### config.mk
export PLATFORM = sky130hd
export DESIGN_NAME = uart_rx
export DESIGN_NICKNAME = d
export VERILOG_FILES = /design/src/rtl/uart_pkg.sv /design/src/rtl/uart_rx_baud_counter.sv /design/src/rtl/uart_rx.sv
export SDC_FILE = /design/constraint.sdc
export NUM_CORES = 1
export LEC_CHECK = 0
export BUFFER_PORTS_ARGS = -buffer_cell sky130_fd_sc_hd__buf_4
export CORE_ASPECT_RATIO = 0.9
export CORE_MARGIN = 4
export CORE_UTILIZATION = 40
export CTS_CLUSTER_DIAMETER = 50
export DETAILED_ROUTE_END_ITERATION = 12
export PLACE_DENSITY = 0.57
export SKIP_CTS_REPAIR_TIMING = 1
export SLEW_MARGIN = 40
export SYNTH_ARGS = -nofsm -noshare
export SYNTH_HDL_FRONTEND = slang
export SYNTH_HIERARCHICAL = 1
export SYNTH_SLANG_ARGS = --single-unit
### constraint.sdc
create_clock -name clk -period 4.2 [get_ports clk]
set_input_delay 0.84 -clock clk [delete_from_list [all_inputs] [get_ports clk]]
set_output_delay 0.84 -clock clk [all_outputs]
set_load 0.03 [all_outputs]
### src/rtl/uart_pkg.sv
// uart_pkg: receiver/transmitter shared state encoding and default link parameters
package uart_pkg;
  localparam int CLKS_PER_BIT = 1302;
  localparam int DATA_BITS = 8;
  typedef enum logic [2:0] {IDLE, START, DATA, STOP, BREAK} rx_state_t;
endpackage

### src/rtl/uart_rx_baud_counter.sv
// rx_baud_counter: free-running bit-period counter with half and full bit ticks, restartable by clear
module rx_baud_counter #(
  parameter int CLKS_PER_BIT = 1302
) (
  input  logic clk,
  input  logic reset,
  input  logic clear,
  output logic half_tick,
  output logic full_tick
);
  localparam int W = $clog2(CLKS_PER_BIT);
  localparam int HALF = CLKS_PER_BIT / 2;
  logic [W-1:0] cnt;
  assign full_tick = cnt == W'(CLKS_PER_BIT - 1);
  assign half_tick = cnt == W'(HALF - 1);
  always_ff @(posedge clk)
    cnt <= (!reset || clear || full_tick) ? '0 : cnt + 1'b1;
endmodule

### src/rtl/uart_rx.sv
// uart_rx: 8N1 receiver that centre-samples a synchronised serial line and strobes good bytes or framing errors
module uart_rx #(
  parameter int CLKS_PER_BIT = uart_pkg::CLKS_PER_BIT,
  parameter int DATA_BITS = uart_pkg::DATA_BITS
) (
  input  logic                 clk,
  input  logic                 reset,
  input  logic                 rx_in,
  output logic [DATA_BITS-1:0] rx_data,
  output logic                 rx_valid,
  output logic                 rx_frame_err,
  output logic                 rx_busy
);
  import uart_pkg::*;
  localparam int IW = $clog2(DATA_BITS + 1);
  logic s1, rx_s, half_tick, full_tick, stop_tick;
  logic [IW-1:0] idx;
  logic [DATA_BITS-1:0] shreg;
  rx_state_t state, state_next;
  always_ff @(posedge clk)
    {s1, rx_s} <= !reset ? 2'b11 : {rx_in, s1};
  // restarting the counter on every state change aligns half/full ticks to the detected start edge
  rx_baud_counter #(.CLKS_PER_BIT(CLKS_PER_BIT)) u_baud (
    .clk(clk),
    .reset(reset),
    .clear(state_next != state),
    .half_tick(half_tick),
    .full_tick(full_tick)
  );
  always_ff @(posedge clk)
    state <= !reset ? IDLE : state_next;
  always_comb begin
    state_next = state;
    case (state)
      IDLE:  state_next = rx_s ? IDLE : START;
      START: if (half_tick) state_next = rx_s ? IDLE : DATA;
      DATA:  if (full_tick && idx == IW'(DATA_BITS - 1)) state_next = STOP;
      STOP:  if (full_tick) state_next = rx_s ? IDLE : BREAK;
      BREAK: if (rx_s) state_next = IDLE;
      default: state_next = IDLE;
    endcase
  end
  assign stop_tick = state == STOP && full_tick;
  assign rx_busy = state != IDLE;
  // LSB arrives first, so shifting in from the top leaves bit i at position i after the last sample
  always_ff @(posedge clk) begin
    if (!reset) begin
      idx          <= '0;
      shreg        <= '0;
      rx_data      <= '0;
      rx_valid     <= 1'b0;
      rx_frame_err <= 1'b0;
    end else begin
      idx          <= state != DATA ? '0 : full_tick ? idx + 1'b1 : idx;
      shreg        <= (state == DATA && full_tick) ? {rx_s, shreg[DATA_BITS-1:1]} : shreg;
      rx_data      <= (stop_tick && rx_s) ? shreg : rx_data;
      rx_valid     <= stop_tick && rx_s;
      rx_frame_err <= stop_tick && !rx_s;
    end
  end
endmodule

After elaboration in Yosys (flattened, before gate mapping)
Cells that the tools add are included.
{"block": "totals", "inputBits": 3, "out_inout_bits": 11, "word_cells": 41, "ff_bits": 38}
{"block": "op_classes", "n_bitwise": 1, "eq_ne": 9, "n_reduce_logical": 12, "n_mux": 8, "addsub": 2}
{"cell": "3-bit 2-to-1 mux", "n": 5}
{"cell": "3-bit one-hot mux with 5 select lines", "n": 1}
{"cell": "11-bit by 1-bit adder with 11-bit output, second input constant", "n": 1}
{"cell": "11-bit by 10-bit == test with 1-bit output, second input constant", "n": 1}
{"cell": "11-bit == test, second input constant", "n": 1}
{"cell": "3-bit by 2-bit == test with 1-bit output, second input constant", "n": 2}
{"cell": "1-bit logical AND", "n": 5}
{"cell": "4-bit by 1-bit adder with 4-bit output, second input constant", "n": 1}
{"cell": "4-bit by 3-bit == test with 1-bit output, second input constant", "n": 1}
{"cell": "3-bit by 1-bit == test with 1-bit output, second input constant", "n": 1}
{"cell": "3-bit == test, second input constant", "n": 1}
{"cell": "3-bit logical NOT", "n": 1}
{"cell": "3-bit by 2-bit != test with 1-bit output, second input constant", "n": 1}
{"cell": "3-bit != test", "n": 1}
{"cell": "3-bit nonzero test", "n": 1}
{"cell": "1-bit logical NOT", "n": 2}
{"cell": "1-bit logical OR", "n": 2}
{"cell": "2-bit 2-to-1 mux", "n": 1}
{"cell": "2-bit OR reduction", "n": 1}
{"cell": "1-bit 2-to-1 mux", "n": 1}
{"cell": "1-bit inverter", "n": 1}

Logic depth before layout (Yosys ltp)
Gate-level depths: netlist of the first run.
{"block": "logic_depth", "ltp_word": 7, "mapped_depth": 13, "ltp_nobuf": 10}

Modules after synthesis
The synthesis of the first run kept the hierarchy.
{"mod": "uart_rx", "n_inst": 1, "area_each_um2": 1112.3, "seq_area_each_um2": 540.5, "cells_per_inst": 117}
{"mod": "rx_baud_counter", "n_inst": 1, "area_each_um2": 585.6, "seq_area_each_um2": 220.2, "cells_per_inst": 64}

Least setup slack after synthesis of the first run
OpenSTA, ideal clock, no wires.
{"block": "synth_path", "path_type": "register -> register", "startpoint": "register u_baud.cnt[0]", "endpoint": "register u_baud.cnt[9]", "synth_period_minus_slack_ns": 2.052, "t_arrival_ns": 1.927, "n_path_buf": 3, "setup_ns": 0.125, "required_time_ns": 4.075, "stages_incl_launch_ff": 13, "slack_ns": 2.148, "cell_sequence": "dfxtp_1 -> ha_1 -> nand4bb_2 -> nor3_1 -> buf_2 -> and4bb_1 -> buf_6 -> nand4b_4 -> o211ai_1 -> inv_1 -> o311ai_2 -> buf_6 -> a21oi_1"}
{"block": "synth_between", "elab_chain_cells": 7, "elab_cells_between_ends": 11, "classes_between": "1 x add/sub; 3 x eq/ne; 4 x mux; 3 x reduce/logical"}
{"item": "from (decl)", "line": "uart_rx_baud_counter.sv:13", "source": "logic [W-1:0] cnt;"}
{"item": "from (signal assigned)", "line": "uart_rx_baud_counter.sv:17", "source": "cnt <= (!reset || clear || full_tick) ? '0 : cnt + 1'b1;"}
{"item": "11-bit == test *", "line": "uart_rx_baud_counter.sv:14", "source": "assign full_tick = cnt == W'(CLKS_PER_BIT - 1);"}
{"item": "net full_tick", "line": "uart_rx.sv:16", "source": "logic s1, rx_s, half_tick, full_tick, stop_tick;"}
{"item": "1-bit logical AND", "line": "uart_rx.sv:37", "source": "DATA: if (full_tick && idx == IW'(DATA_BITS - 1)) state_next = STOP;"}
{"item": "3-bit 2-to-1 mux", "line": "uart_rx.sv:37"}
{"item": "3-bit one-hot mux with 5 select lines", "line": "uart_rx.sv:34", "source": "case (state)"}
{"item": "3-bit != test", "line": "uart_rx.sv:26", "source": ".clear(state_next != state),"}
{"item": "1-bit logical OR", "line": "uart_rx_baud_counter.sv:17"}
{"item": "1-bit logical OR *", "line": "uart_rx_baud_counter.sv:17"}
Mark *: on every way through the listed nets, which the timed path passes. The rest lies on a longest branch.
A chain may end at the register's enable or synchronous reset.

Worst setup path in the final report of the first run
{"block": "layout_path", "startpoint": "register u_baud.cnt[0]", "endpoint": "register u_baud.cnt[7]"}
Same word-level chain as after synthesis.

==> flow_summary.json, run 1 <==
{
  "gp_congestion": 0.785,
  "crit_fanout": 11,
  "postLayoutCellArea_um2": 1900,
  "path_cells": "ha_1, nand4bb_2, nor3_1, buf_4, and4bb_1, nand4b_4, o211ai_1, inv_1, o311ai_4, a21oi_1",
  "synth_edf_count": 0,
  "crit_arrival_ps": 2620,
  "crit_path_top_delay_cell": "and4bb_1",
  "hold_class": "reg -> reg",
  "fmax_ghz": 0.404,
  "hold_path_end": "rx_s",
  "synth_seq_cells": 38,
  "synthArstFlopShare_pct": 0,
  "antenna_found_initial": 0,
  "cts.sinks": 38,
  "reg2regPathDepth": 10,
  "cpPeakStageDelay_ps": 580,
  "postSynthNetCount": 188,
  "diodes": 0,
  "clk_pin_slew_worst_paths_ps": 70,
  "power.total_mw": 0.696,
  "hold_path_depth": 1,
  "dr_total_vias": 1275,
  "cts_tree": "built",
  "die_h_um": 69.8,
  "grt_usage_pct": 13.2,
  "fin_crit_ps": 2480,
  "syn2layout_area_growth_pct": 11.9,
  "min-delay-start": "s1",
  "insertion_delay_ps": 290,
  "route.detailed.wl_per_inst_um": 13.4,
  "drc_errors": 0,
  "crit_required_ps": 4350,
  "synthCells": 181,
  "placed_area_um2": 1780,
  "r2r_setup_slack_ps": 1720,
  "drt_iter0_drc": 69,
  "max-cap-violations": 0,
  "setup-tns-final_ps": 0,
  "rows": 22,
  "synth_flop_cell": "dfxtp_1",
  "start_util_pct": 41.7,
  "crit_family": "simple AND/OR/NAND/NOR gates",
  "routed_wl_mm": 3.22,
  "fin_skew_ps": 6.09,
  "grt_overflow": 0,
  "p_leak_nw": 0.724,
  "synth.top_cell.area_share_pct": 44.8,
  "setup_viol_count_final": 0,
  "avgViaCountPerCell": 5.31,
  "dp_slack_ps": 1690,
  "rsz0062_at_grt": "false",
  "die_x_um": 76.7,
  "ys_seq_area_share_pct": 44.8,
  "port_buffers": 13,
  "ant_nets": 0,
  "crit_buf_inv": 2,
  "period_share_pct": 59.0,
  "final_common_cell": "dfxtp_1",
  "critical_path_class": "reg -> reg",
  "r2r-start": "u_baud/cnt[0]",
  "relSlewSlack_pct": 62.4,
  "worst_slew_pin_slew_ps": 564,
  "peakVddDrop_mv": 0.119,
  "die_area_um2": 5350,
  "dr.pass1.iters": 4,
  "grt_pass1_vias": 1252,
  "fin_ws_ps": 1720,
  "synthDistinctLibCells": 41,
  "fin_nets": 198,
  "power.density_nw_per_um2": 366,
  "timing.rr.end": "u_baud/cnt[7]",
  "cts-root-buf": "clkbuf_8",
  "grt_start_max_net_pins": 19,
  "synth_area_um2": 1700,
  "drive_gt1_share_pct": 17.7,
  "core_area_um2": 4070,
  "slew_viol_final": 0,
  "final_cell_mix": "dfxtp_1, nor2_1, a21oi_1, nand3_1, buf_4",
  "cts_buffers": 5,
  "critPathLaunchType": "register",
  "syn_area_per_cell_um2": 9.38,
  "place_hpwl_mm": 2.36,
  "synth_top_area_cell": "dfxtp_1",
  "grt_pass1_wl_mm": 5.72,
  "worstSetupEndpointType": "register",
  "run_status": "complete, no violations",
  "h-tree-depth": 2,
  "hold_viol": 0,
  "cts_max_path_buffers": 2,
  "io-pin-count": 14,
  "yosysWarnings": 6,
  "synthTopCellsByArea": "dfxtp_1, mux2i_1, nor2_1, a21oi_1, nand3_1"
}
sequential cells by signal, summed over array words and instances, names as in the netlist:
signal        cells
idx               4
rx_data           8
rx_frame_err      1
rx_s              1
rx_valid          1
s1                1
shreg             8
state             3
u_baud/cnt       11
how the worst max path moves through the flow:
stage,start,endpoint,slack (ps),depth (start not counted)
final,u_baud/cnt[0],u_baud/cnt[7],1720,10
after global routing,u_baud/cnt[0],u_baud/cnt[7],1460,10
after CTS,u_baud/cnt[0],u_baud/cnt[7],1660,10
after detailed placement,u_baud/cnt[0],u_baud/cnt[7],1690,10
after global placement,u_baud/cnt[0],u_baud/cnt[2],1820,10
after floorplan,u_baud/cnt[0],u_baud/cnt[9],2150,12
synth_stat cells, types with 2 or more instances:
library cell   n
nand2_1        5
o21ai_0       13
o31ai_1        2
nand3_1       16
a21oi_1       16
nand2b_1       3
buf_6          4
xor2_1         4
nor3_1         4
xnor2_1        2
inv_1          6
nor2_1        22
dfxtp_1       38
or4_1          2
buf_2          3
clkbuf_1       2
buf_4          2
or3_2          3
ha_1           4
mux2i_1        9
metal layers:
| layer | routed length (um) | track usage [%] | share of wire (%) | vias up |
|---|---|---|---|---|
| met5 | 0 | 0 | 0 | - |
| met4 | 55 | 5.84 | 1.7 | 0 |
| met3 | 129 | 4.81 | 4.0 | 6 |
| met2 | 1520 | 21.4 | 47 | 20 |
| met1 | 1520 | 15.7 | 47 | 593 |
| li1 | - | - | - | 656 |
through the flow:
stage	instances	utilization, %	hold WS, ps
after floorplan	181	-	386
after global placement	232	43.7	399
after detailed placement	232	43.7	406
after CTS	240	46.4	435
after global routing	240	46.6	445
final	240	46.6	432
cell type report:
class                      count  area [um2]
clock buffer                   5        68.8
inverter                       7        26.3
sequential                    38         761
tap                           48        60.1
fill                         410        2170
timing repair buffer          14         105
multi-input combinational    125         838
clock inverter                 3        40.0
report_power, final:
part / total (mW) / switching (mW) / leakage, nW / internal [mW]
registers: 0.371 / 0.00693 / 0.307 / 0.364
logic: 0.0236 / 0.0146 / 0.359 / 0.00900
clock network: 0.301 / 0.127 / 0.0579 / 0.175
total: 0.696 / 0.148 / 0.724 / 0.548
worst register-to-register path, delay by kind of cell (launching register included):
family                     cells  cell delay, ps
DFF                            1             450
adders and majority gates      1             210
and+or+nand+nor                4            1050
buffers and inverters          2             290
AOI/OAI and AO/OA              3             340
cell families after synthesis:
logic type                 count (synthesis)  synth area share, %
AOI/OAI and AO/OA                         36                 12.2
adders and majority gates                  4                 2.95
buffers and inverters                     18                 6.41
and+or+nand+nor                           69                 24.5
xor gates and xnor gates                   6                 3.10
DFF                                       38                 44.8
muxes                                     10                 5.97
Note: power is estimated with default switching activity, not from simulation.
==> run 2, diff against run 1 <==
==> constraint.sdc (replaced) <==
create_clock -name clk -period 2.6 [get_ports clk]
set_input_delay 0.52 -clock clk [delete_from_list [all_inputs] [get_ports clk]]
set_output_delay 0.52 -clock clk [all_outputs]
set_load 0.03 [all_outputs]
==> flow_summary.json, run 2 (synthesis results as in run 1) <==
{
  "crit_arrival_ps": 2280,
  "reg.largest.list": "u_baud/cnt (11), rx_data (8), shreg (8)",
  "rows": 22,
  "antenna_found_initial": 0,
  "run_status": "complete, no violations",
  "die_area_um2": 5350,
  "placed_area_um2": 1790,
  "hold_path_depth": 1,
  "path_cells": "or4bb_1, nor3_1, mux2_2, a21oi_1, o211ai_1, inv_1, o311ai_4, nor2_1",
  "peakVddDrop_mv": 0.265,
  "core_area_um2": 4070,
  "final_cell_mix": "dfxtp_1, nor2_1, a21oi_1, nand3_1, buf_4",
  "crit_required_ps": 2750,
  "crit_buf_inv": 1,
  "placed_cells": 233,
  "cts_max_path_buffers": 2,
  "die_x_um": 76.7,
  "slew_viol_final": 0,
  "p_leak_nw": 0.743,
  "die_h_um": 69.8,
  "critical_path_class": "reg -> reg",
  "syn2layout_area_growth_pct": 14.3,
  "reg2regPathDepth": 8,
  "dr_total_vias": 1250,
  "ant_nets": 0,
  "final_common_cell": "dfxtp_1",
  "top_register": "u_baud/cnt",
  "timing.rr.end": "u_baud/cnt[3]",
  "avgViaCountPerCell": 5.19,
  "port_buffers": 13,
  "r2r-start": "u_baud/cnt[3]",
  "period_share_pct": 81.8,
  "cts_buffers": 5,
  "cts-root-buf": "clkbuf_8",
  "h-tree-depth": 2,
  "dr.pass1.iters": 4,
  "setup-tns-final_ps": 0,
  "grt_overflow": 0,
  "grt_usage_pct": 12.8,
  "fin_nets": 199,
  "postLayoutCellArea_um2": 1940,
  "crit_fanout": 11,
  "power.density_nw_per_um2": 645,
  "grt_pass1_wl_mm": 5.58,
  "rsz0062_at_grt": "false",
  "hold_class": "reg -> reg",
  "fill_cells": 405,
  "min-delay-start": "s1",
  "route.detailed.wl_per_inst_um": 13.2,
  "insertion_delay_ps": 280,
  "drive_gt1_share_pct": 18.1,
  "fmax_ghz": 0.470,
  "post_layout_nonfiller_instances": 241,
  "setup_viol_count_final": 0,
  "critPathLaunchType": "register",
  "relSlewSlack_pct": 63.6,
  "cpPeakStageDelay_ps": 500,
  "clk_pin_slew_worst_paths_ps": 70,
  "hold_viol": 0,
  "start_util_pct": 41.7,
  "hold_path_end": "rx_s",
  "io-pin-count": 14,
  "routed_wl_mm": 3.19,
  "fin_crit_ps": 2130,
  "fin_skew_ps": 6.70,
  "max-cap-violations": 0,
  "cts.sinks": 38,
  "grt_pass1_vias": 1188,
  "largest_reg_flops": 11,
  "crit_path_top_delay_cell": "or4bb_1",
  "diodes": 0,
  "drc_errors": 0,
  "crit_family": "simple AND/OR/NAND/NOR gates",
  "place_hpwl_mm": 2.32,
  "worst_slew_pin_slew_ps": 544,
  "holdWs_ps": 410,
  "cts_tree": "built",
  "r2r_setup_slack_ps": 470,
  "worstSetupEndpointType": "register",
  "grt_start_max_net_pins": 19,
  "gp_congestion": 0.774,
  "drt_iter0_drc": 101
}
[run 2: cell types whose count changed in the layout (fill, tap and decap cells not counted)]
| cell | change |
|---|---|
| clkbuf_8 | +1 |
| buf_4 | +1 |
| clkinv_2 | -2 |
| bufinv_16 | +1 |
[run 2: metrics by stage]
| stage | power [mW] | setup WS, ps | utilization (%) |
|---|---|---|---|
| final | 1.25 | 474 | 47.6 |
| after global routing | 1.30 | 224 | 47.6 |
| after CTS | 1.26 | 401 | 47.4 |
| after detailed placement | 0.650 | 412 | 43.9 |
| after global placement | 0.647 | 440 | 43.9 |
| after floorplan | 0.643 | 548 | - |
[run 2: worst reg2reg max path, delay by kind of cell (launching register included)]
kind                   cells  cell delay, ps
AO/OA/AOI/OAI              3             380
buffers and inverters      1              90
flip-flops                 1             470
multiplexers               1             230
AND/OR/NAND/NOR            3             840
[run 2: layout make-up]
cell class	count	area, um2	area share, %
Multi-Input combinational cell	125	838	43.2
Inverter	7	26.3	1.35
Timing Repair Buffer	15	113	5.80
Sequential cell	38	761	39.2
Clock buffer	6	82.6	4.26
Clock inverter	2	60.1	3.09
Tap cell	48	60.1	3.09
[run 2: how the worst max path moves through the flow]
stage / start / to / slack (ps) / cells past startpoint
global route: u_baud/cnt[0] / u_baud/cnt[3] / 220 / 9
global placement: u_baud/cnt[3] / u_baud/cnt[4] / 440 / 8
CTS: u_baud/cnt[3] / u_baud/cnt[3] / 400 / 8
finish: u_baud/cnt[3] / u_baud/cnt[3] / 470 / 8
floorplan: u_baud/cnt[0] / u_baud/cnt[9] / 550 / 12
detailed placement: u_baud/cnt[3] / u_baud/cnt[3] / 410 / 8
[run 2: layer usage]
metal | up-vias | track usage, % | share of wire, %
met2 | 22 | 19.5 | 46
li1 | 653 | - | -
met4 | 0 | 4.23 | 1.1
met3 | 4 | 4.16 | 4.0
met1 | 571 | 17.0 | 49
met5 | - | 0 | 0
[run 2: where the power goes]
part	internal [mW]	switching [mW]
registers	0.588	0.0118
clock network	0.409	0.204
logic	0.0145	0.0234
total	1.01	0.240
